[config.mk]
export PLATFORM = sky130hd
export DESIGN_NAME = frame_sync_deframer_flat
export DESIGN_NICKNAME = d
export VERILOG_FILES = /design/src/rtl/frame_sync_deframer_if.sv /design/src/rtl/frame_sync_deframer.sv /design/src/flat_wrapper.sv
export SDC_FILE = /design/constraint.sdc
export NUM_CORES = 1
export LEC_CHECK = 0
export ABC_CLOCK_PERIOD_IN_PS = 2650
export BUFFER_PORTS_ARGS = -buffer_cell sky130_fd_sc_hd__clkbuf_2
export CORE_ASPECT_RATIO = 1.1
export CORE_MARGIN = 2
export CORE_UTILIZATION = 43
export CTS_CLUSTER_DIAMETER = 60
export DETAILED_ROUTE_END_ITERATION = 10
export GPL_TIMING_DRIVEN = 0
export SETUP_SLACK_MARGIN = 0.15
export SYNTH_ARGS = -nofsm -noshare
export SYNTH_HDL_FRONTEND = slang
export SYNTH_SLANG_ARGS = --single-unit
[constraint.sdc]
create_clock -name inClock -period 2.65 [get_ports inClock]
set_input_delay 0.265 -clock inClock [delete_from_list [all_inputs] [get_ports inClock]]
set_output_delay 0.265 -clock inClock [all_outputs]
set_load 0.005 [all_outputs]
[src/rtl/frame_sync_deframer_if.sv]
// frame_sync_deframer_if: the CDR-side bit stream, the output FIFO write
// port and the per-frame status of the deframer, bundled as one port.
//
// Handshake: inBit is consumed on every cycle that inBitValid is high.
// There is no ready, so the deframer always accepts. outNibble is written to
// the FIFO on every cycle that outNibbleValid is high. inFifoFull is only
// looked at on the cycle a nibble completes, and a full FIFO drops that nibble.
//
// dbgState exposes the deframer FSM state (0 HUNT, 1 LEN, 2 PAYLOAD).
interface frame_sync_deframer_if;
    logic       inBit;
    logic       inBitValid;
    logic       inFifoFull;
    logic [3:0] outNibble;
    logic       outNibbleValid;
    logic       outFrameStart;
    logic [6:0] outLength;
    logic       outFrameEnd;
    logic       outFrameError;
    logic       outFcsOk;
    logic       outBusy;
    logic [1:0] dbgState;

    // master: the CDR/FIFO side that feeds the deframer
    modport master (
        output inBit, inBitValid, inFifoFull,
        input  outNibble, outNibbleValid, outFrameStart, outLength,
        input  outFrameEnd, outFrameError, outFcsOk, outBusy, dbgState
    );

    // slave: the deframer itself
    modport slave (
        input  inBit, inBitValid, inFifoFull,
        output outNibble, outNibbleValid, outFrameStart, outLength,
        output outFrameEnd, outFrameError, outFcsOk, outBusy, dbgState
    );
endinterface

[src/rtl/frame_sync_deframer.sv]
// frame_sync_deframer: hunts for a zero preamble plus SFD in the recovered
// bit stream, then reads the PHR length byte. It repacks the payload into
// 4-bit nibbles for the output FIFO and reports frame start, end and error.
//
// Optional build macro FRAME_SYNC_FCS_CHECK_EN adds a bit-serial
// CRC-16/KERMIT check over the payload, including the trailing FCS bytes.
// It also makes lengths below 3 illegal. Without the macro, outFcsOk is
// tied high.
module frame_sync_deframer #(
    parameter logic [7:0] SFD_PATTERN    = 8'hA7,
    parameter int         PREAMBLE_MIN   = 16,
    parameter int         MAX_LEN        = 127,
    parameter int         TIMEOUT_CYCLES = 1024
) (
    input  logic                  inClock,
    input  logic                  inReset,
    frame_sync_deframer_if.slave  bus
);

    localparam int         IW        = $clog2(TIMEOUT_CYCLES + 1);
    localparam logic [IW-1:0] TO_CNT = IW'(TIMEOUT_CYCLES);
    localparam logic [7:0] PRE_MIN   = 8'(PREAMBLE_MIN);
    localparam logic [6:0] MAX_L     = 7'(MAX_LEN);
`ifdef FRAME_SYNC_FCS_CHECK_EN
    localparam logic [6:0] MIN_L     = 7'd3;
`else
    localparam logic [6:0] MIN_L     = 7'd1;
`endif

    typedef enum logic [1:0] {
        ST_HUNT    = 2'd0,
        ST_LEN     = 2'd1,
        ST_PAYLOAD = 2'd2
    } state_e;

    state_e        state_q, state_d;
    logic [7:0]    sr_q, sr_d;
    logic [7:0]    zrun_q, zrun_d;
    logic [2:0]    bit_cnt_q, bit_cnt_d;
    logic [3:0]    nib_q, nib_d;
    logic [1:0]    nib_cnt_q, nib_cnt_d;
    logic          byte_half_q, byte_half_d;
    logic [6:0]    byte_cnt_q, byte_cnt_d;
    logic [IW-1:0] idle_q, idle_d;
    logic          ovf_q, ovf_d;
    logic [3:0]    out_nibble_q, out_nibble_d;
    logic          out_nibble_valid_q, out_nibble_valid_d;
    logic          out_frame_start_q, out_frame_start_d;
    logic [6:0]    out_length_q, out_length_d;
    logic          out_frame_end_q, out_frame_end_d;
    logic          out_frame_error_q, out_frame_error_d;
    logic          out_busy_q, out_busy_d;
`ifdef FRAME_SYNC_FCS_CHECK_EN
    logic [15:0]   crc_q, crc_d;
    logic [15:0]   crc_step;
    logic          out_fcs_ok_q, out_fcs_ok_d;
`endif

    // Combinational helpers shared by the next-state logic
    logic [7:0] sr_shift;
    logic [7:0] zrun_inc;
    logic [3:0] nibble_full;
    logic [6:0] len_l;
    logic       ovf_acc;
    logic       fcs_bad;

    // Next-state and registered-output computation for the deframer FSM
    always_comb begin
        state_d            = state_q;
        sr_d               = sr_q;
        zrun_d             = zrun_q;
        bit_cnt_d          = bit_cnt_q;
        nib_d              = nib_q;
        nib_cnt_d          = nib_cnt_q;
        byte_half_d        = byte_half_q;
        byte_cnt_d         = byte_cnt_q;
        idle_d             = '0;
        ovf_d              = ovf_q;
        out_nibble_d       = out_nibble_q;
        out_nibble_valid_d = 1'b0;
        out_frame_start_d  = 1'b0;
        out_length_d       = out_length_q;
        out_frame_end_d    = 1'b0;
        out_frame_error_d  = 1'b0;
        ovf_acc            = ovf_q;
        fcs_bad            = 1'b0;
`ifdef FRAME_SYNC_FCS_CHECK_EN
        crc_d        = crc_q;
        out_fcs_ok_d = out_fcs_ok_q;
        crc_step     = {1'b0, crc_q[15:1]} ^ ((crc_q[0] ^ bus.inBit) ? 16'h8408 : 16'h0000);
`endif

        sr_shift    = {bus.inBit, sr_q[7:1]};
        zrun_inc    = sr_q[0] ? 8'd0 : ((zrun_q == 8'hFF) ? 8'hFF : zrun_q + 8'd1);
        nibble_full = {bus.inBit, nib_q[3:1]};
        len_l       = sr_shift[6:0];

        // The shift register follows every accepted bit. The LEN state
        // reuses it to collect the length byte.
        if (bus.inBitValid) begin
            sr_d = sr_shift;
        end

        // Idle counter runs only while a frame is open. A bit always clears
        // it, so a bit arriving on the timeout cycle wins.
        if (state_q != ST_HUNT) begin
            idle_d = bus.inBitValid ? '0 : idle_q + 1'b1;
        end

        case (state_q)
            ST_HUNT: begin
                if (bus.inBitValid) begin
                    zrun_d = zrun_inc;
                    if (sr_shift == SFD_PATTERN && zrun_inc >= PRE_MIN) begin
                        state_d   = ST_LEN;
                        bit_cnt_d = 3'd0;
                        sr_d      = 8'hFF;
                        zrun_d    = 8'd0;
                    end
                end
            end

            ST_LEN: begin
                if (bus.inBitValid) begin
                    bit_cnt_d = bit_cnt_q + 3'd1;
                    if (bit_cnt_q == 3'd7) begin
                        // Bit 7 of the length byte is reserved and ignored
                        if (len_l >= MIN_L && len_l <= MAX_L) begin
                            state_d           = ST_PAYLOAD;
                            out_length_d      = len_l;
                            out_frame_start_d = 1'b1;
                            nib_cnt_d         = 2'd0;
                            byte_half_d       = 1'b0;
                            byte_cnt_d        = 7'd0;
                            ovf_d             = 1'b0;
`ifdef FRAME_SYNC_FCS_CHECK_EN
                            crc_d             = 16'h0000;
`endif
                        end else begin
                            state_d           = ST_HUNT;
                            out_frame_error_d = 1'b1;
                        end
                    end
                end else if (idle_d == TO_CNT) begin
                    state_d           = ST_HUNT;
                    out_frame_error_d = 1'b1;
                end
            end

            ST_PAYLOAD: begin
                if (bus.inBitValid) begin
                    nib_d     = nibble_full;
                    nib_cnt_d = nib_cnt_q + 2'd1;
`ifdef FRAME_SYNC_FCS_CHECK_EN
                    crc_d     = crc_step;
                    fcs_bad   = (crc_step != 16'h0000);
`endif
                    if (nib_cnt_q == 2'd3) begin
                        if (!bus.inFifoFull) begin
                            out_nibble_d       = nibble_full;
                            out_nibble_valid_d = 1'b1;
                        end else begin
                            ovf_acc = 1'b1;
                        end
                        ovf_d       = ovf_acc;
                        byte_half_d = ~byte_half_q;
                        if (byte_half_q) begin
                            byte_cnt_d = byte_cnt_q + 7'd1;
                            if ({1'b0, byte_cnt_q} + 8'd1 == {1'b0, out_length_q}) begin
                                state_d           = ST_HUNT;
                                out_frame_end_d   = 1'b1;
                                out_frame_error_d = ovf_acc | fcs_bad;
                                ovf_d             = 1'b0;
`ifdef FRAME_SYNC_FCS_CHECK_EN
                                out_fcs_ok_d      = ~fcs_bad;
`endif
                            end
                        end
                    end
                end else if (idle_d == TO_CNT) begin
                    // Abort: any partial nibble is simply abandoned
                    state_d           = ST_HUNT;
                    out_frame_end_d   = 1'b1;
                    out_frame_error_d = 1'b1;
                    ovf_d             = 1'b0;
`ifdef FRAME_SYNC_FCS_CHECK_EN
                    out_fcs_ok_d      = 1'b0;
`endif
                end
            end

            default: begin
                state_d = ST_HUNT;
            end
        endcase

        out_busy_d = (state_d != ST_HUNT);
    end

    // State and output registers with synchronous reset
    always_ff @(posedge inClock) begin
        if (inReset) begin
            state_q            <= ST_HUNT;
            sr_q               <= 8'hFF;
            zrun_q             <= 8'd0;
            bit_cnt_q          <= 3'd0;
            nib_q              <= 4'd0;
            nib_cnt_q          <= 2'd0;
            byte_half_q        <= 1'b0;
            byte_cnt_q         <= 7'd0;
            idle_q             <= '0;
            ovf_q              <= 1'b0;
            out_nibble_q       <= 4'd0;
            out_nibble_valid_q <= 1'b0;
            out_frame_start_q  <= 1'b0;
            out_length_q       <= 7'd0;
            out_frame_end_q    <= 1'b0;
            out_frame_error_q  <= 1'b0;
            out_busy_q         <= 1'b0;
`ifdef FRAME_SYNC_FCS_CHECK_EN
            crc_q              <= 16'h0000;
            out_fcs_ok_q       <= 1'b0;
`endif
        end else begin
            state_q            <= state_d;
            sr_q               <= sr_d;
            zrun_q             <= zrun_d;
            bit_cnt_q          <= bit_cnt_d;
            nib_q              <= nib_d;
            nib_cnt_q          <= nib_cnt_d;
            byte_half_q        <= byte_half_d;
            byte_cnt_q         <= byte_cnt_d;
            idle_q             <= idle_d;
            ovf_q              <= ovf_d;
            out_nibble_q       <= out_nibble_d;
            out_nibble_valid_q <= out_nibble_valid_d;
            out_frame_start_q  <= out_frame_start_d;
            out_length_q       <= out_length_d;
            out_frame_end_q    <= out_frame_end_d;
            out_frame_error_q  <= out_frame_error_d;
            out_busy_q         <= out_busy_d;
`ifdef FRAME_SYNC_FCS_CHECK_EN
            crc_q              <= crc_d;
            out_fcs_ok_q       <= out_fcs_ok_d;
`endif
        end
    end

    assign bus.outNibble      = out_nibble_q;
    assign bus.outNibbleValid = out_nibble_valid_q;
    assign bus.outFrameStart  = out_frame_start_q;
    assign bus.outLength      = out_length_q;
    assign bus.outFrameEnd    = out_frame_end_q;
    assign bus.outFrameError  = out_frame_error_q;
    assign bus.outBusy        = out_busy_q;
    assign bus.dbgState       = state_q;
`ifdef FRAME_SYNC_FCS_CHECK_EN
    assign bus.outFcsOk       = out_fcs_ok_q;
`else
    assign bus.outFcsOk       = 1'b1;
`endif

endmodule

[src/flat_wrapper.sv]
// flat-port wrapper written by rule: the top's interface ports become plain ports
module frame_sync_deframer_flat 
#(
    parameter logic [7:0] SFD_PATTERN    = 8'hA7,
    parameter int         PREAMBLE_MIN   = 16,
    parameter int         MAX_LEN        = 127,
    parameter int         TIMEOUT_CYCLES = 1024
)
  (inClock, inReset, bus_inBit, bus_inBitValid, bus_inFifoFull, bus_outNibble, bus_outNibbleValid, bus_outFrameStart, bus_outLength, bus_outFrameEnd, bus_outFrameError, bus_outFcsOk, bus_outBusy, bus_dbgState);
  frame_sync_deframer_if bus_i ();
  input  logic inClock;
  input  logic inReset;
  input wire logic [$bits(bus_i.inBit)-1:0] bus_inBit;
  input wire logic [$bits(bus_i.inBitValid)-1:0] bus_inBitValid;
  input wire logic [$bits(bus_i.inFifoFull)-1:0] bus_inFifoFull;
  output wire logic [$bits(bus_i.outNibble)-1:0] bus_outNibble;
  output wire logic [$bits(bus_i.outNibbleValid)-1:0] bus_outNibbleValid;
  output wire logic [$bits(bus_i.outFrameStart)-1:0] bus_outFrameStart;
  output wire logic [$bits(bus_i.outLength)-1:0] bus_outLength;
  output wire logic [$bits(bus_i.outFrameEnd)-1:0] bus_outFrameEnd;
  output wire logic [$bits(bus_i.outFrameError)-1:0] bus_outFrameError;
  output wire logic [$bits(bus_i.outFcsOk)-1:0] bus_outFcsOk;
  output wire logic [$bits(bus_i.outBusy)-1:0] bus_outBusy;
  output wire logic [$bits(bus_i.dbgState)-1:0] bus_dbgState;
  assign bus_i.inBit = bus_inBit;
  assign bus_i.inBitValid = bus_inBitValid;
  assign bus_i.inFifoFull = bus_inFifoFull;
  assign bus_outNibble = bus_i.outNibble;
  assign bus_outNibbleValid = bus_i.outNibbleValid;
  assign bus_outFrameStart = bus_i.outFrameStart;
  assign bus_outLength = bus_i.outLength;
  assign bus_outFrameEnd = bus_i.outFrameEnd;
  assign bus_outFrameError = bus_i.outFrameError;
  assign bus_outFcsOk = bus_i.outFcsOk;
  assign bus_outBusy = bus_i.outBusy;
  assign bus_dbgState = bus_i.dbgState;
  frame_sync_deframer #(.SFD_PATTERN(SFD_PATTERN), .PREAMBLE_MIN(PREAMBLE_MIN), .MAX_LEN(MAX_LEN), .TIMEOUT_CYCLES(TIMEOUT_CYCLES)) u_core (.inClock(inClock), .inReset(inReset), .bus(bus_i));
endmodule
Yosys cells after proc, flatten, opt, wreduce, memory -nomap -nowiden. Index checks and enable logic that the tools add are counted.

Add/sub/neg operators: 6. $lt $le $gt $ge: 3. Equal/unequal tests: 18. Mux-type cells: 64. Bitwise gates (word level): 7. Reduce and logical (&&, ||, !) cells: 19.

Operators by type and width (number): $mux 8 (7); $mux 7 (6); $mux 2 (14); $mux 1 (25); $mux 11 (2); $eq 8x8->1 const B (2); $pmux 7 s2 (1); $reduce_and 4->1 (3); $reduce_and 6->1 (2); $add 11x1->11 const B (1); $eq 11x11->1 const B (1); $ne 2x1->1 const B (5); $mux 3 (3); $add 7x1->8 const B (1); $add 8x1->8 const B (1); $eq 8x7->1 (1); $ge 8x5->1 const B (1); $reduce_bool 2->1 (4); $reduce_or 4->1 (2); $add 7x1->7 const B (1); $ge 7x1->1 const B (1); $le 7x7->1 const B (1); $not 1->1 (7); $reduce_and 7->1 (1); 16 further kinds (24).

Bits in registers: 63. Input bits: 5. Output and inout bits: 19.

Depth between registers and ports, before layout.
Depth after elaboration: 9. Depth in mapped cells: 9. Depth with buffers taken out: 9.

Worst setup path after synthesis. No wires, ideal clock.

Kind: flip-flop to flip-flop. Start point: register u_core.idle_q[0]. End point: register u_core.ovf_q. Data arrival time: 1.973 ns. Required time: 2.562 ns. Setup slack: 0.590 ns. Stages on the path, launching flop included: 10. Clock period less this slack: 2.060 ns. Cell sequence: dfxtp_1 -> ha_1 -> and4_1 -> buf_4 -> nand3_2 -> xor2_1 -> a31oi_4 -> nor3_2 -> o311a_1 -> nor4_2.

Longest elaborated chain between the ends: 6.

RTL lines: start: declaration (RTL line frame_sync_deframer.sv:44) `logic [IW-1:0] idle_q, idle_d;`; start signal: assignment (RTL line frame_sync_deframer.sv:233) `idle_q <= idle_d;`; $add 11x1->11 (RTL line frame_sync_deframer.sv:107) `idle_d = bus.inBitValid ? '0 : idle_q + 1'b1;`; $mux 11 (RTL line frame_sync_deframer.sv:107); $mux 11 (RTL line frame_sync_deframer.sv:106) `if (state_q != ST_HUNT) begin`; $eq 11x11->1 (RTL line frame_sync_deframer.sv:180) `end else if (idle_d == TO_CNT) begin`; $ne 3x2->1 (no line); $reduce_and 6->1 (no line); end signal: assignment (RTL line frame_sync_deframer.sv:234) `ovf_q <= ovf_d;`; end: declaration (RTL line frame_sync_deframer.sv:45) `logic ovf_q, ovf_d;`.

Every way passes these cells. A chain may end at the register's enable or synchronous reset.

Final worst setup path.
Start point: register u_core.byte_cnt_q[0]. End point: register u_core.out_busy_q (netlist: u_core.bus.outBusy).

Longest elaborated chain between the ends: 8.

RTL lines: start: declaration (RTL line frame_sync_deframer.sv:43) `logic [6:0] byte_cnt_q, byte_cnt_d;`; start signal: assignment (RTL line frame_sync_deframer.sv:232) `byte_cnt_q <= byte_cnt_d;`; $add 7x1->8 (RTL line frame_sync_deframer.sv:169) `if ({1'b0, byte_cnt_q} + 8'd1 == {1'b0, out_length_q}) begin`; $eq 8x7->1 (RTL line frame_sync_deframer.sv:169); $mux 2 (RTL line frame_sync_deframer.sv:169); $mux 2 (RTL line frame_sync_deframer.sv:167) `if (byte_half_q) begin`; $mux 2 (RTL line frame_sync_deframer.sv:158) `if (nib_cnt_q == 2'd3) begin`; $mux 2 (RTL line frame_sync_deframer.sv:151) `if (bus.inBitValid) begin`; $pmux 2 s3 (RTL line frame_sync_deframer.sv:110) `case (state_q)`; $reduce_bool 2->1 (RTL line frame_sync_deframer.sv:197) `out_busy_d = (state_d != ST_HUNT);`; end signal: assignment (RTL line frame_sync_deframer.sv:241) `out_busy_q <= out_busy_d;`; end: declaration (RTL line frame_sync_deframer.sv:52) `logic out_busy_q, out_busy_d;`.

Every way passes these cells.

==> results.sh <==
export IMPL_crit_end="u_core.bus.outBusy$_SDFF_PP0_"
export IMPL_synthTopCellsByArea="dfxtp_1 38%, nand2_1 5.5%, mux2i_1 4.9%, nor2_1 4.8%, ha_1 3.8%"
export IMPL_path_class="reg2reg"
export IMPL_dp_hpwl_mm=5.46
export IMPL_n_antenna_cell=0
export IMPL_cp_start_kind="flip-flop"
export IMPL_synth_xor_area_frac=0.0507
export IMPL_outcome="finished, final reports clean"
export IMPL_ant_nets=0
export IMPL_port_buffers=21
export IMPL_cp_arrival_ns=2.54
export IMPL_endpoint_kind="flip-flop"
export IMPL_netlist_instances=402
export IMPL_yosys_most_used_dff="dfxtp_1"
export IMPL_met3_length_microns=209
export IMPL_yosysTopAreaCell="dfxtp_1"
export IMPL_wl_per_cell_microns=14.3
export IMPL_slew_viol_final=0
export IMPL_clockBufferDepth=2
export IMPL_route_vias_total=2874
export IMPL_setup_viol=0
export IMPL_first_pass_iters=4
export IMPL_power_total_mw=1.70
export IMPL_cp_required_ns=2.87
export IMPL_yosysMostFrequentCell="dfxtp_1"
export IMPL_numCtsBuffers=9
export IMPL_fp_dieW_microns=87.3
export IMPL_grt_pass1_wl_mm=12.6
export IMPL_mappedNetlistArea_sq_um=3280
export IMPL_clock_latency_ns=0.34
export IMPL_initial_core_util=0.442
export IMPL_setup_ws_ns=0.331
export IMPL_cts_root_buffer="clkbuf_8"
export IMPL_synth_compound_area_frac=0.174
export IMPL_fillers=732
export IMPL_fmax_mhz=431
export IMPL_cp_top_family="compound AO/OA/AOI/OAI gates"
export IMPL_worstRegToRegCells=8
export IMPL_grt_antenna_before_repair=0
export IMPL_clock_sinks=62
export IMPL_worstHoldPathCells=3
export IMPL_ys_ff_latch=62
export IMPL_async_flop_share=0
export IMPL_synthSimpleGateAreaFrac=0.259
export IMPL_cellLeakagePower_nw=1.40
export IMPL_gp_routability_congestion=0.792
export IMPL_globalRouteTotalUtil=0.193
export IMPL_startpoint="u_core.byte_cnt_q[0]$_SDFFE_PP0P_"
export IMPL_tns_ns=0
export IMPL_area_growth_syn_to_layout_pct=11.7
export IMPL_cap_violations=0
export IMPL_dp_cells=510
export IMPL_power_density_nw_per_um2=464
export IMPL_grt_max_degree=11
export IMPL_worst_pin_slew_ns=0.612
export IMPL_synth_fp_nets=417
export IMPL_ir_drop_mv=0.293
export IMPL_syn_avg_cell_area_sq_um=8.16
export IMPL_reg2reg_slack_ns=0.33
export IMPL_cts_tree="yes"
export IMPL_num_nets_final=449
export IMPL_wl_mm=7.48
export IMPL_drive_gt1_frac=0.121
export IMPL_wl_met1_mm=3.48
export IMPL_grt_pass1_vias=2669
export IMPL_hp_class="in2reg"
export IMPL_clk_pin_slew_ns=0.06
export IMPL_final_min_clock_period_ns=2.32
export IMPL_route_met2_wl_mm=3.63
export IMPL_finalHoldViolCount=0
export IMPL_finalClockSkew_ns=0.00639
export IMPL_crit_path_max_fanout=5
export IMPL_post_place_ws_ns=0.283
export IMPL_ios=24
export IMPL_htree_levels=3
export IMPL_synth_warnings=0
export IMPL_design_core_area_sq_um=7430
export IMPL_grt_overflow=0
export IMPL_synth_edf_count=0
export IMPL_die_h_microns=95.6
export IMPL_ctsHoldBuffers=0
export IMPL_slowest_stage="dfxtp_1"
export IMPL_multiInputGateArea_sq_um=1900
export IMPL_rsz0062_at_grt="no"
export IMPL_yosys_area_share_adder=0.0381
export IMPL_r2r_start="u_core.byte_cnt_q[0]$_SDFFE_PP0P_"
export IMPL_drc=0
export IMPL_avgViaCountPerCell=5.48
export IMPL_min_period_over_period=0.875
export IMPL_first_iter_violations=129
export IMPL_layout_area_seq_sq_um=1240
export IMPL_synth_cell_types=57
export IMPL_ys_seq_area_frac=0.378
export IMPL_rows=33
export IMPL_synth_top_area_frac=0.378
export IMPL_synth_mux_area_frac=0.0522
export IMPL_slowest_delay_ns=0.42
export IMPL_synth_common_cells="62 x dfxtp_1, 48 x nand2_1, 42 x nor2_1"
export IMPL_rr_endpoint="u_core.bus.outBusy$_SDFF_PP0_"
export IMPL_cp_buffers_inverters=0
export IMPL_path_depth=8
export IMPL_path_cells="ha_1 -> and3_1 -> nand3_1 -> nor3_1 -> o2111ai_1 -> a221oi_1 -> a21o_1 -> nand4_1"
export IMPL_hold_slack_ns=0.218
export IMPL_slew_headroom=0.592
export IMPL_stdcell_count=524
export IMPL_synth_top_family_by_area="simple AND/OR/NAND/NOR gates"
export IMPL_top_layer_used="met4"
export IMPL_die_area_sq_um=8350
==> worst min-delay path, stage by stage <==
cell and delay (ns):
clkbuf_2 0.09, or3_1 0.11, nor2_1 0.05
==> cells in the final DEF, fill, tap and decap left out, types with 6 or more instances in the layout <==
cell and instances:
dfxtp_1 62, nand2_1 48, ha_1 9, clkbuf_8 10, nor2_1 42, or3_1 8, a31oi_1 6, xnor2_1 11
o21ai_0 15, xor2_1 8, inv_1 12, clkbuf_1 18, nand3_1 25, and3_1 10, mux2i_1 16, nand4_1 7
clkbuf_2 21, a21oi_1 23
==> area by class of cell <==
cell class,instances,share of cell area
Multi-Input combinational cell,303,0.519
Inverter,12,0.0123
Timing Repair Buffer,21,0.0287
Tap cell,87,0.0297
Sequential cell,62,0.339
Clock inverter,2,0.00273
Buffer,25,0.0294
Clock buffer,12,0.0396
==> per-stage QoR <==
stage	util	instance area (sq um)
6_report	0.493	3660
5_1_grt	0.493	3660
4_1_cts	0.491	3650
3_5_place_dp	0.470	3500
3_3_place_gp	0.470	3500
2_1_floorplan	-	3280
==> worst min path at each step <==
stage | startpoint | end | slack [ns]
2_1_floorplan | bus_inBit | u_core.sr_q[7]$_SDFF_PP1_ | 0.38
3_3_place_gp | u_core.nib_cnt_q[1]$_SDFFE_PP0P_ | u_core.nib_cnt_q[1]$_SDFFE_PP0P_ | 0.44
3_5_place_dp | u_core.nib_q[1]$_SDFFE_PP0P_ | u_core.nib_q[1]$_SDFFE_PP0P_ | 0.45
4_1_cts | inReset | u_core.idle_q[2]$_SDFF_PP0_ | 0.21
5_1_grt | inReset | u_core.idle_q[2]$_SDFF_PP0_ | 0.24
6_report | inReset | u_core.idle_q[2]$_SDFF_PP0_ | 0.22
==> flip-flops by register name, summed over array words and instances (netlist names) <==
signal / cells
u_core.byte_half_q: 1
u_core.bus.outFrameError: 1
u_core.nib_cnt_q: 2
u_core.zrun_q: 8
u_core.idle_q: 11
u_core.bus.outNibbleValid: 1
u_core.bus.outFrameEnd: 1
u_core.nib_q: 3
u_core.bus.dbgState: 2
u_core.byte_cnt_q: 7
u_core.bus.outBusy: 1
u_core.bus.outFrameStart: 1
u_core.sr_q: 8
u_core.ovf_q: 1
u_core.bus.outNibble: 4
u_core.bit_cnt_q: 3
u_core.bus.outLength: 7
==> routing by layer <==
layer  up-vias  global-route usage
li1       1493                   -
met5         -                   0
met1      1335               0.237
met4         0               0.101
met3        10              0.0329
met2        36               0.321
==> cell families after synthesis <==
family / count (synthesis)
flip-flops: 62
other: 1
XOR/XNOR: 19
buffers and inverters: 37
multiplexers: 17
adder cells (fa/ha/maj): 10
AO/OA/AOI/OAI: 84
AND/OR/NAND/NOR: 172
==> what timing repair did <==
action	4_1_cts	5_1_grt
buffers inserted	0	0
gates resized for setup	0	4
endpoints found under the setup margin	0	5
==> report_power, final <==
part,internal [mW],switching (mW),total (mW)
clock network,0.352,0.343,0.695
registers,0.939,0.00787,0.947
logic,0.0191,0.0412,0.0603
Note: power is estimated with default switching activity, not from simulation.
